$ cat config.mk
export PLATFORM = sky130hd
export DESIGN_NAME = uart_master
export DESIGN_NICKNAME = d
export VERILOG_FILES = /design/src/rtl/uart_pkg.sv /design/src/rtl/uart_tx_fifo.sv /design/src/rtl/uart_master.sv
export SDC_FILE = /design/constraint.sdc
export NUM_CORES = 1
export LEC_CHECK = 0
export ABC_AREA = 1
export CAP_MARGIN = 40
export CORE_MARGIN = 1.5
export CORE_UTILIZATION = 65
export CTS_CLUSTER_SIZE = 20
export DETAILED_ROUTE_END_ITERATION = 8
export DONT_BUFFER_PORTS = 1
export PLACE_DENSITY = 0.81
export SLEW_MARGIN = 15
export SYNTH_ARGS = -nofsm -noshare
export SYNTH_HDL_FRONTEND = slang
export SYNTH_SLANG_ARGS = --single-unit
$ cat constraint.sdc
create_clock -name clk -period 4.32 [get_ports clk]
set_input_delay 0 -clock clk [delete_from_list [all_inputs] [get_ports clk]]
set_output_delay 0 -clock clk [all_outputs]
set_load 0.01 [all_outputs]
$ cat src/rtl/uart_pkg.sv
// Shared UART definitions: TX FSM state encodings and frame constants.
package uart_pkg;

  localparam int DATA_BITS = 8;
  localparam int BIT_CNT_W = $clog2(DATA_BITS);

  typedef enum logic [2:0] {
    IDLE   = 3'd0,
    START  = 3'd1,
    DATA   = 3'd2,
    PARITY = 3'd3,
    STOP   = 3'd4
  } tx_state_e;

  function automatic logic even_parity(input logic [DATA_BITS-1:0] d);
    return ^d;
  endfunction

endpackage

$ cat src/rtl/uart_tx_fifo.sv
// Small synchronous FIFO buffering TX bytes; wrap pointers carry an extra MSB
// so full and empty can be told apart.
module uart_tx_fifo #(
  parameter int DEPTH = 4,
  parameter int WIDTH = 8
) (
  input  logic             clk,
  input  logic             rst_n,
  input  logic             push,
  input  logic             pop,
  input  logic [WIDTH-1:0] din,
  output logic [WIDTH-1:0] dout,
  output logic             full,
  output logic             empty,
  output logic             full_nxt
);

  localparam int AW = $clog2(DEPTH);

  logic [AW:0]      wr_ptr, rd_ptr, wr_nxt, rd_nxt;
  logic [WIDTH-1:0] mem [DEPTH];
  logic             do_push, do_pop;

  assign do_push = push && !full;
  assign do_pop  = pop && !empty;
  assign wr_nxt  = wr_ptr + {{AW{1'b0}}, do_push};
  assign rd_nxt  = rd_ptr + {{AW{1'b0}}, do_pop};

  assign empty    = (wr_ptr == rd_ptr);
  assign full     = (wr_ptr[AW] != rd_ptr[AW]) && (wr_ptr[AW-1:0] == rd_ptr[AW-1:0]);
  // Look-ahead full lets the owner register tx_ready without a cycle of lag.
  assign full_nxt = (wr_nxt[AW] != rd_nxt[AW]) && (wr_nxt[AW-1:0] == rd_nxt[AW-1:0]);
  assign dout     = mem[rd_ptr[AW-1:0]];

  always_ff @(posedge clk) begin
    if (!rst_n) begin
      wr_ptr <= '0;
      rd_ptr <= '0;
    end else begin
      wr_ptr <= wr_nxt;
      rd_ptr <= rd_nxt;
    end
  end

  always_ff @(posedge clk) begin
    if (do_push) mem[wr_ptr[AW-1:0]] <= din;
  end

endmodule

$ cat src/rtl/uart_master.sv
// UART transmitter: buffered bytes are framed as start, 8 data bits LSB first,
// optional even parity and stop, with back-to-back frames and no idle gap.
module uart_master
  import uart_pkg::*;
#(
  parameter int CLKS_PER_BIT = 1,
  parameter int FIFO_DEPTH   = 4,
  parameter int PARITY_EN    = 1
) (
  input  logic                 clk,
  input  logic                 rst_n,
  input  logic                 en_tx,
  input  logic [DATA_BITS-1:0] tx_data,
  input  logic                 tx_valid,
  output logic                 tx_ready,
  output logic                 u_tx,
  output logic                 u_tx_done,
  output logic                 tx_busy
);

  localparam int BW = $clog2(CLKS_PER_BIT + 1);
  localparam logic [BW-1:0] BAUD_LAST = BW'(CLKS_PER_BIT - 1);
  localparam logic [BW-1:0] BAUD_PRE  = (CLKS_PER_BIT >= 2) ? BW'(CLKS_PER_BIT - 2) : '0;
  localparam logic [BIT_CNT_W-1:0] LAST_BIT = BIT_CNT_W'(DATA_BITS - 1);

  tx_state_e            state;
  logic [BW-1:0]        baud_cnt;
  logic [BIT_CNT_W-1:0] bit_cnt;
  logic [DATA_BITS-1:0] sh;
  logic                 par;

  logic [DATA_BITS-1:0] fifo_dout;
  logic                 fifo_full, fifo_empty, fifo_full_nxt;
  logic                 push, pop, bit_done, can_start, enter_stop, done_set;

  assign push      = tx_valid && tx_ready;
  assign bit_done  = (baud_cnt == BAUD_LAST);
  assign can_start = !fifo_empty && en_tx;
  assign pop       = can_start && ((state == IDLE) || (state == STOP && bit_done));

  assign enter_stop = bit_done &&
                      ((state == DATA && bit_cnt == LAST_BIT && PARITY_EN == 0) ||
                       (state == PARITY));
  // Done is registered, so it is raised one edge ahead of the final stop cycle.
  assign done_set = (CLKS_PER_BIT == 1) ? enter_stop
                                        : (state == STOP && baud_cnt == BAUD_PRE);

  uart_tx_fifo #(.DEPTH(FIFO_DEPTH), .WIDTH(DATA_BITS)) u_fifo (
    .clk      (clk),
    .rst_n    (rst_n),
    .push     (push),
    .pop      (pop),
    .din      (tx_data),
    .dout     (fifo_dout),
    .full     (fifo_full),
    .empty    (fifo_empty),
    .full_nxt (fifo_full_nxt)
  );

  always_ff @(posedge clk) begin
    if (!rst_n) tx_ready <= 1'b1;
    else        tx_ready <= !fifo_full_nxt;
  end

  always_ff @(posedge clk) begin
    if (!rst_n) begin
      state     <= IDLE;
      baud_cnt  <= '0;
      bit_cnt   <= '0;
      sh        <= '0;
      par       <= 1'b0;
      u_tx      <= 1'b1;
      u_tx_done <= 1'b0;
      tx_busy   <= 1'b0;
    end else begin
      u_tx_done <= done_set;
      case (state)
        IDLE: begin
          if (pop) begin
            sh       <= fifo_dout;
            par      <= even_parity(fifo_dout);
            u_tx     <= 1'b0;
            baud_cnt <= '0;
            tx_busy  <= 1'b1;
            state    <= START;
          end
        end
        START: begin
          if (bit_done) begin
            baud_cnt <= '0;
            bit_cnt  <= '0;
            u_tx     <= sh[0];
            state    <= DATA;
          end else begin
            baud_cnt <= baud_cnt + BW'(1);
          end
        end
        DATA: begin
          if (bit_done) begin
            baud_cnt <= '0;
            if (bit_cnt == LAST_BIT) begin
              if (PARITY_EN != 0) begin
                u_tx  <= par;
                state <= PARITY;
              end else begin
                u_tx  <= 1'b1;
                state <= STOP;
              end
            end else begin
              sh      <= sh >> 1;
              u_tx    <= sh[1];
              bit_cnt <= bit_cnt + BIT_CNT_W'(1);
            end
          end else begin
            baud_cnt <= baud_cnt + BW'(1);
          end
        end
        PARITY: begin
          if (bit_done) begin
            baud_cnt <= '0;
            u_tx     <= 1'b1;
            state    <= STOP;
          end else begin
            baud_cnt <= baud_cnt + BW'(1);
          end
        end
        STOP: begin
          if (bit_done) begin
            baud_cnt <= '0;
            if (pop) begin
              sh    <= fifo_dout;
              par   <= even_parity(fifo_dout);
              u_tx  <= 1'b0;
              state <= START;
            end else begin
              tx_busy <= 1'b0;
              state   <= IDLE;
            end
          end else begin
            baud_cnt <= baud_cnt + BW'(1);
          end
        end
        default: begin
          u_tx    <= 1'b1;
          tx_busy <= 1'b0;
          state   <= IDLE;
        end
      endcase
    end
  end

endmodule
After elaboration in Yosys (flattened, before gate mapping)
Memory sizes are Yosys's and may differ from the RTL's. A register that Yosys moved wholly into a read port is not among the register bits.
Index checks and enable logic that the tools add are counted.
Widths: inputs -> output; s select.
- register bits after elaboration: 26
- RAM bits: 32
- input port bits: 12
- output and inout bits: 4
- word-level logic and storage cells: 101
- memories: 1
- memories (memory ; words ; bits a word ; rd ports ; clocked after memory_dff ; write ports ; line ; text):
    u_fifo.mem ; 4 ; 8 ; 1 ; 1 ; 1 ; uart_tx_fifo.sv:21 ; logic [WIDTH-1:0] mem [DEPTH];
- add/sub/neg operators: 4
- eq/ne operators: 18
- multiplexer cells: 37
- bitwise gates (word level): 2
- reduce and logical (&&, ||, !) cells: 28
- operators by type and width (operator ; count):
    $mux 8 ; 4
    $mux 3 ; 9
    $pmux 8 s3 ; 1
    $mux 1 ; 16
    $reduce_and 4->1 ; 4
    $pmux 3 s5 ; 1
    $ne 2x2->1 const B ; 6
    $logic_and 1x1->1 ; 9
    $reduce_xor 8->1 ; 1
    $add 3x1->3 ; 2
    $eq 3x2->1 const B ; 2
    $eq 3x3->1 const B ; 2
    $pmux 3 s2 ; 1
    $reduce_and 6->1 ; 1
    $reduce_bool 2->1 ; 3
    $pmux 1 s5 ; 1
    $eq 2x2->1 ; 2
    $ne 2x1->1 const B ; 2
    $pmux 1 s2 ; 2
    $reduce_and 2->1 ; 2
    $reduce_or 4->1 ; 1
    $add 3x1->3 const B ; 1
    $eq 3x1->1 const B ; 1
    $eq 3x3->1 ; 1
    other kinds (10) ; 14

Logic depth before layout (Yosys ltp)
- depth in word-level cells: 9
- gate-level depth with buffers: 15
- mapped depth without buffers: 14

Modules after synthesis
Synthesis repeated with hierarchy kept, for this count alone.
- cell total of the unflattened synthesis: 286
- area total of the unflattened synthesis: 2640.0 um^2
- by module, submodules not included (module ; instances ; cells each ; area an instance (um^2) ; seq. area each (um^2)):
    uart_tx_fifo ; 1 ; 136 ; 1635.3 ; 1081.0
    uart_master ; 1 ; 150 ; 1004.7 ; 380.4

Worst setup path before layout
No wires, ideal clock.
- path kind: register to register
- start: register u_fifo.rd_ptr[0]
- end: memory u_fifo.mem[0][0] (enable)
- setup time: 0.383 ns
- arrival time: 1.502 ns
- required time: 3.937 ns
- slack: 2.434 ns
- cell stages (with the launch flop): 7
- path buffers: 1
- period minus slack after synthesis: 1.886 ns
- path through: dfxtp_1 buf_6 xor2_2 nor2_2 nand2_1 nand3_1 nor3_1
- word-level cells in the longest chain between the ends: 6
- RTL lines (what ; line ; text):
    start, declared ; uart_tx_fifo.sv:20 ; logic [AW:0] wr_ptr, rd_ptr, wr_nxt, rd_nxt;
    start signal, assigned ; uart_tx_fifo.sv:41 ; rd_ptr <= rd_nxt;
    $eq 2x2->1 ; uart_tx_fifo.sv:30 ; assign full = (wr_ptr[AW] != rd_ptr[AW]) && (wr_ptr[AW-1:0] == rd_ptr[AW-1:0]);
    $logic_and 1x1->1 ; uart_tx_fifo.sv:30 ;
    $logic_not 1->1 ; uart_tx_fifo.sv:24 ; assign do_push = push && !full;
    $logic_and 1x1->1 ; uart_tx_fifo.sv:24 ;
    $mux 1 ; uart_tx_fifo.sv:46 ; if (do_push) mem[wr_ptr[AW-1:0]] <= din;
    $mux 1 (implied by the code) ; uart_tx_fifo.sv:46 ;
    end, declared ; uart_tx_fifo.sv:21 ;
Every way passes these cells.

Worst setup path after layout
- start: register u_fifo.rd_ptr[0]
- end: register tx_ready
- word-level cells in the longest chain between the ends: 9
- elaborated cells between the ends (all ways): 15
- those cells by class: add/sub (2); eq/ne (4); reduce/logical (9)
- RTL lines (what ; line ; text):
    $eq 3x3->1 ; uart_tx_fifo.sv:29 ; assign empty = (wr_ptr == rd_ptr);
    $logic_not 1->1 ; uart_tx_fifo.sv:25, uart_master.sv:38 ;
    $logic_and 1x1->1 ; uart_master.sv:38 ; assign can_start = !fifo_empty && en_tx;
    $logic_and 1x1->1 ; uart_master.sv:39 ; assign pop = can_start && ((state == IDLE) || (state == STOP && bit_done));
    $logic_and 1x1->1 ; uart_tx_fifo.sv:25 ; assign do_pop = pop && !empty;
    $add 3x1->3 ; uart_tx_fifo.sv:27 ; assign rd_nxt = rd_ptr + {{AW{1'b0}}, do_pop};
    $eq 2x2->1 / $ne 1x1->1 (equally long branches) ; uart_tx_fifo.sv:32 ; assign full_nxt = (wr_nxt[AW] != rd_nxt[AW]) && (wr_nxt[AW-1:0] == rd_nxt[AW-1:0]);
    $logic_and 1x1->1 (*) ; uart_tx_fifo.sv:32 ;
    $logic_not 1->1 (*) ; uart_master.sv:62 ; else tx_ready <= !fifo_full_nxt;
    end signal, assigned ; uart_master.sv:62 ;
    end, declared ; uart_master.sv:15 ; output logic tx_ready,
Mark *: on every way between the ends. The rest lies on a longest branch, timed or not.
A chain may end at the register's enable or synchronous reset.

==> flow_summary.ini <==
[power_and_ir_drop]
swShare_pct = 36.34
power.share.clock_pct = 29.7
ir_worst_vdd_mv = 0.4132
cellPowerDensity_nw_per_um2 = 633.3
internal_power_mw = 1.258
p_switching_mw = 0.7182
p_comb_share_pct = 32.8
seq_power_share_pct = 37.5
p_leak_nw = 1.380

[clocking]
ctsHtreeMaxLevel = 3
post_cts.repair.setup_buffers = 0
clock_path_buffers = 2
numCtsBuffers = 9
clk_latency_ps = 340
clockRootBuffer = clkbuf_8
clkTransAtPathRegs_ps = 60
cts_sinks = 57
cts_tree = done

[layout]
multiInputGateArea_sq_um = 1100
final_common_cell = nand2_1
mostFrequentLayoutCells = nand2_1 (117), edfxtp_1 (32), dfxtp_1 (25)
nets = 355
post_route_cells_drive_above_1_share_pct = 14.33
fin_area_sq_um = 3120
register_area_sq_um = 1461
fillers = 265
final_core_utilization_pct = 76.90
instances_no_fill = 393
area_growth_pct = 11.79

[yosys]
syn_inst = 320
synth_area_leader_cell = edfxtp_1
synth_top_area_share_pct = 34.42
synthesis.area_sq_um = 2791
yosysWarnings = 0
synth-seq-cells = 57
avgSynthCellArea_sq_um = 8.723
synth_area_leaders = edfxtp_1 (34%), dfxtp_1 (18%), nand2_1 (16%)
syn_nets = 338
ys_seq_area_share_pct = 52.35
synth_cell_types = 34

[grt]
grt_max_degree = 22
grt_pass1_wl_mm = 8.935
antenna_found_initial = 1
grt-ovfl-total = 0
grt_pass1_vias = 1834
grt.total_usage_pct = 27.67

[sta]
finalHoldViolations = 0
relSlewSlack_pct = 52.51
tightest_slew_ps = 711.4
rsz0062_at_grt = false
fin_tns_setup_ps = 0
setup_ws_ps = 1935
fin_crit_sh_pct = 55.20
final_max_slew_viol_count = 0
post-route-min-period_ps = 2385
clock.fmax_mhz = 419.3
finClkSkew_ps = 10.13
setup_viol = 0

[routing]
ant_nets = 0
drt_iter0_drc = 163
wl_mm = 5.825
vias = 2082
first_pass_iters = 4
avgRoutedWirePerCell_um = 14.82
viasPerCell = 5.298
drc = 0

[status]
status = complete, no violations

[worst_setup_path]
r2r_start = u_fifo.rd_ptr[0]$_SDFF_PN0_
path_max_fanout = 21
critPathLaunch = u_fifo.rd_ptr[0]$_SDFF_PN0_
end_kind = register
start_kind = register
required_ps = 4510
worstSetupPathType = reg -> reg
arrival_ps = 2570

[floorplanning]
dieArea_sq_um = 4696
die_height_um = 68.53
io_pins = 16
start_util_pct = 68.79
core_sq_um = 4058
rows = 23
die_x_um = 68.53

[placement]
dp_hpwl_mm = 4.004
dp_cells = 364
io_buffers = 0
place_area_sq_um = 2769
gp_congestion = 0.8613
pre_cts_slack_ps = 1921

[worst_hold_path]
hold_class = in -> reg
hp-start = tx_valid

[job]
drv_cap = 0
## state kept, by name (all words and copies together) (netlist names), 3 cells and up
name           cells
bit_cnt            3
state              3
u_fifo.rd_ptr      3
u_fifo.wr_ptr      3
u_fifo.mem        32
sh                 8
## layer usage
| metal | global-route usage [%] | up-vias | routed length, um |
|---|---|---|---|
| met5 | 0 | - | 0 |
| met4 | 11.00 | 0 | 83 |
| met3 | 8.929 | 7 | 439 |
| met2 | 39.90 | 66 | 2649 |
| met1 | 38.80 | 932 | 2653 |
| li1 | - | 1077 | - |
## worst paths after layout
path / endpoint / slack, ps / depth (start not counted)
hold reg to reg: bit_cnt[1]$_SDFFE_PN0P_ / 470 / 2
hold / removal: u_fifo.mem[2][7]$_DFFE_PP_ / 100 / 2
setup / recovery: tx_ready$_SDFF_PN1_ / 1940 / 10
setup reg to reg: tx_ready$_SDFF_PN1_ / 1940 / 10
## timing repair
action	4_1_cts	5_1_grt
endpoints found under the hold margin	57	0
gates resized for setup	0	0
endpoints found under the setup margin	0	0
hold buffers	11	0
## layout make-up
cell class              count  area share, %
flip-flops and latches     57          46.83
clock inverters             6          3.408
clock buffers              10          4.090
well taps                  50          2.005
diodes                      1        0.08019
multi-input cells         222          35.24
inverters                  32          4.170
repair buffers             15          4.170
## synth_stat cells
cell type and instances:
clkinv_1 1, edfxtp_1 32, nor2_4 2, nand2_1 117
nand2_2 6, xor2_1 2, o21ai_2 1, clkbuf_8 1
buf_12 1, buf_2 1, nand4_1 2, a21oi_1 7
nand2_4 1, buf_6 4, o21ai_0 11, ha_1 6
nand2_8 1, nor2_1 14, nor3_1 6, dfxtp_1 25
o21ai_1 6, dlygate4sd1_1 1, a21oi_2 1, a221oi_1 1
nand3_2 1, inv_8 1, buf_4 1, inv_1 22
inv_4 1, xor2_2 1, nand3_1 23, xnor2_1 5
inv_2 7, nor2_2 8
## power by group through the flow
stage / combinational (mW) / clock [mW] / sequential, mW
global placement: 0.591 / 0 / 0.744
CTS: 0.640 / 0.590 / 0.737
finish: 0.648 / 0.588 / 0.740
floorplan: 0.563 / 0 / 0.711
global route: 0.726 / 0.617 / 0.752
detailed placement: 0.613 / 0 / 0.746
## kinds of logic (layout without fill, tap and decap cells)
kind of cell / count (synthesis) / after routing / share of synthesized area, %
DFF: 57 / 57 / 52.35
AOI/OAI and AO/OA: 27 / 27 / 5.244
and+or+nand+nor: 181 / 181 / 28.69
xor gates and xnor gates: 8 / 8 / 2.779
other: 0 / 1 / 0
adders and majority gates: 6 / 6 / 2.689
buffers and inverters: 41 / 63 / 8.247
## metrics by stage
step                      hold slack (ps)  total power [mW]
final                               102.7             1.976
after global routing                134.6             2.094
after CTS                           107.6             1.966
after detailed placement            92.22             1.359
after global placement              91.99             1.336
after floorplan                     98.87             1.275
## worst max-delay path: stages (launching register included)
cell and delay, ps:
dfxtp_1 780, xor2_2 130, nor2_2 140, nand2_1 80
nand3_1 170, inv_1 70, ha_1 190, ha_1 200
xnor2_1 230, xor2_1 170, nand4_1 80
Power figures use the tool's default switching activity.
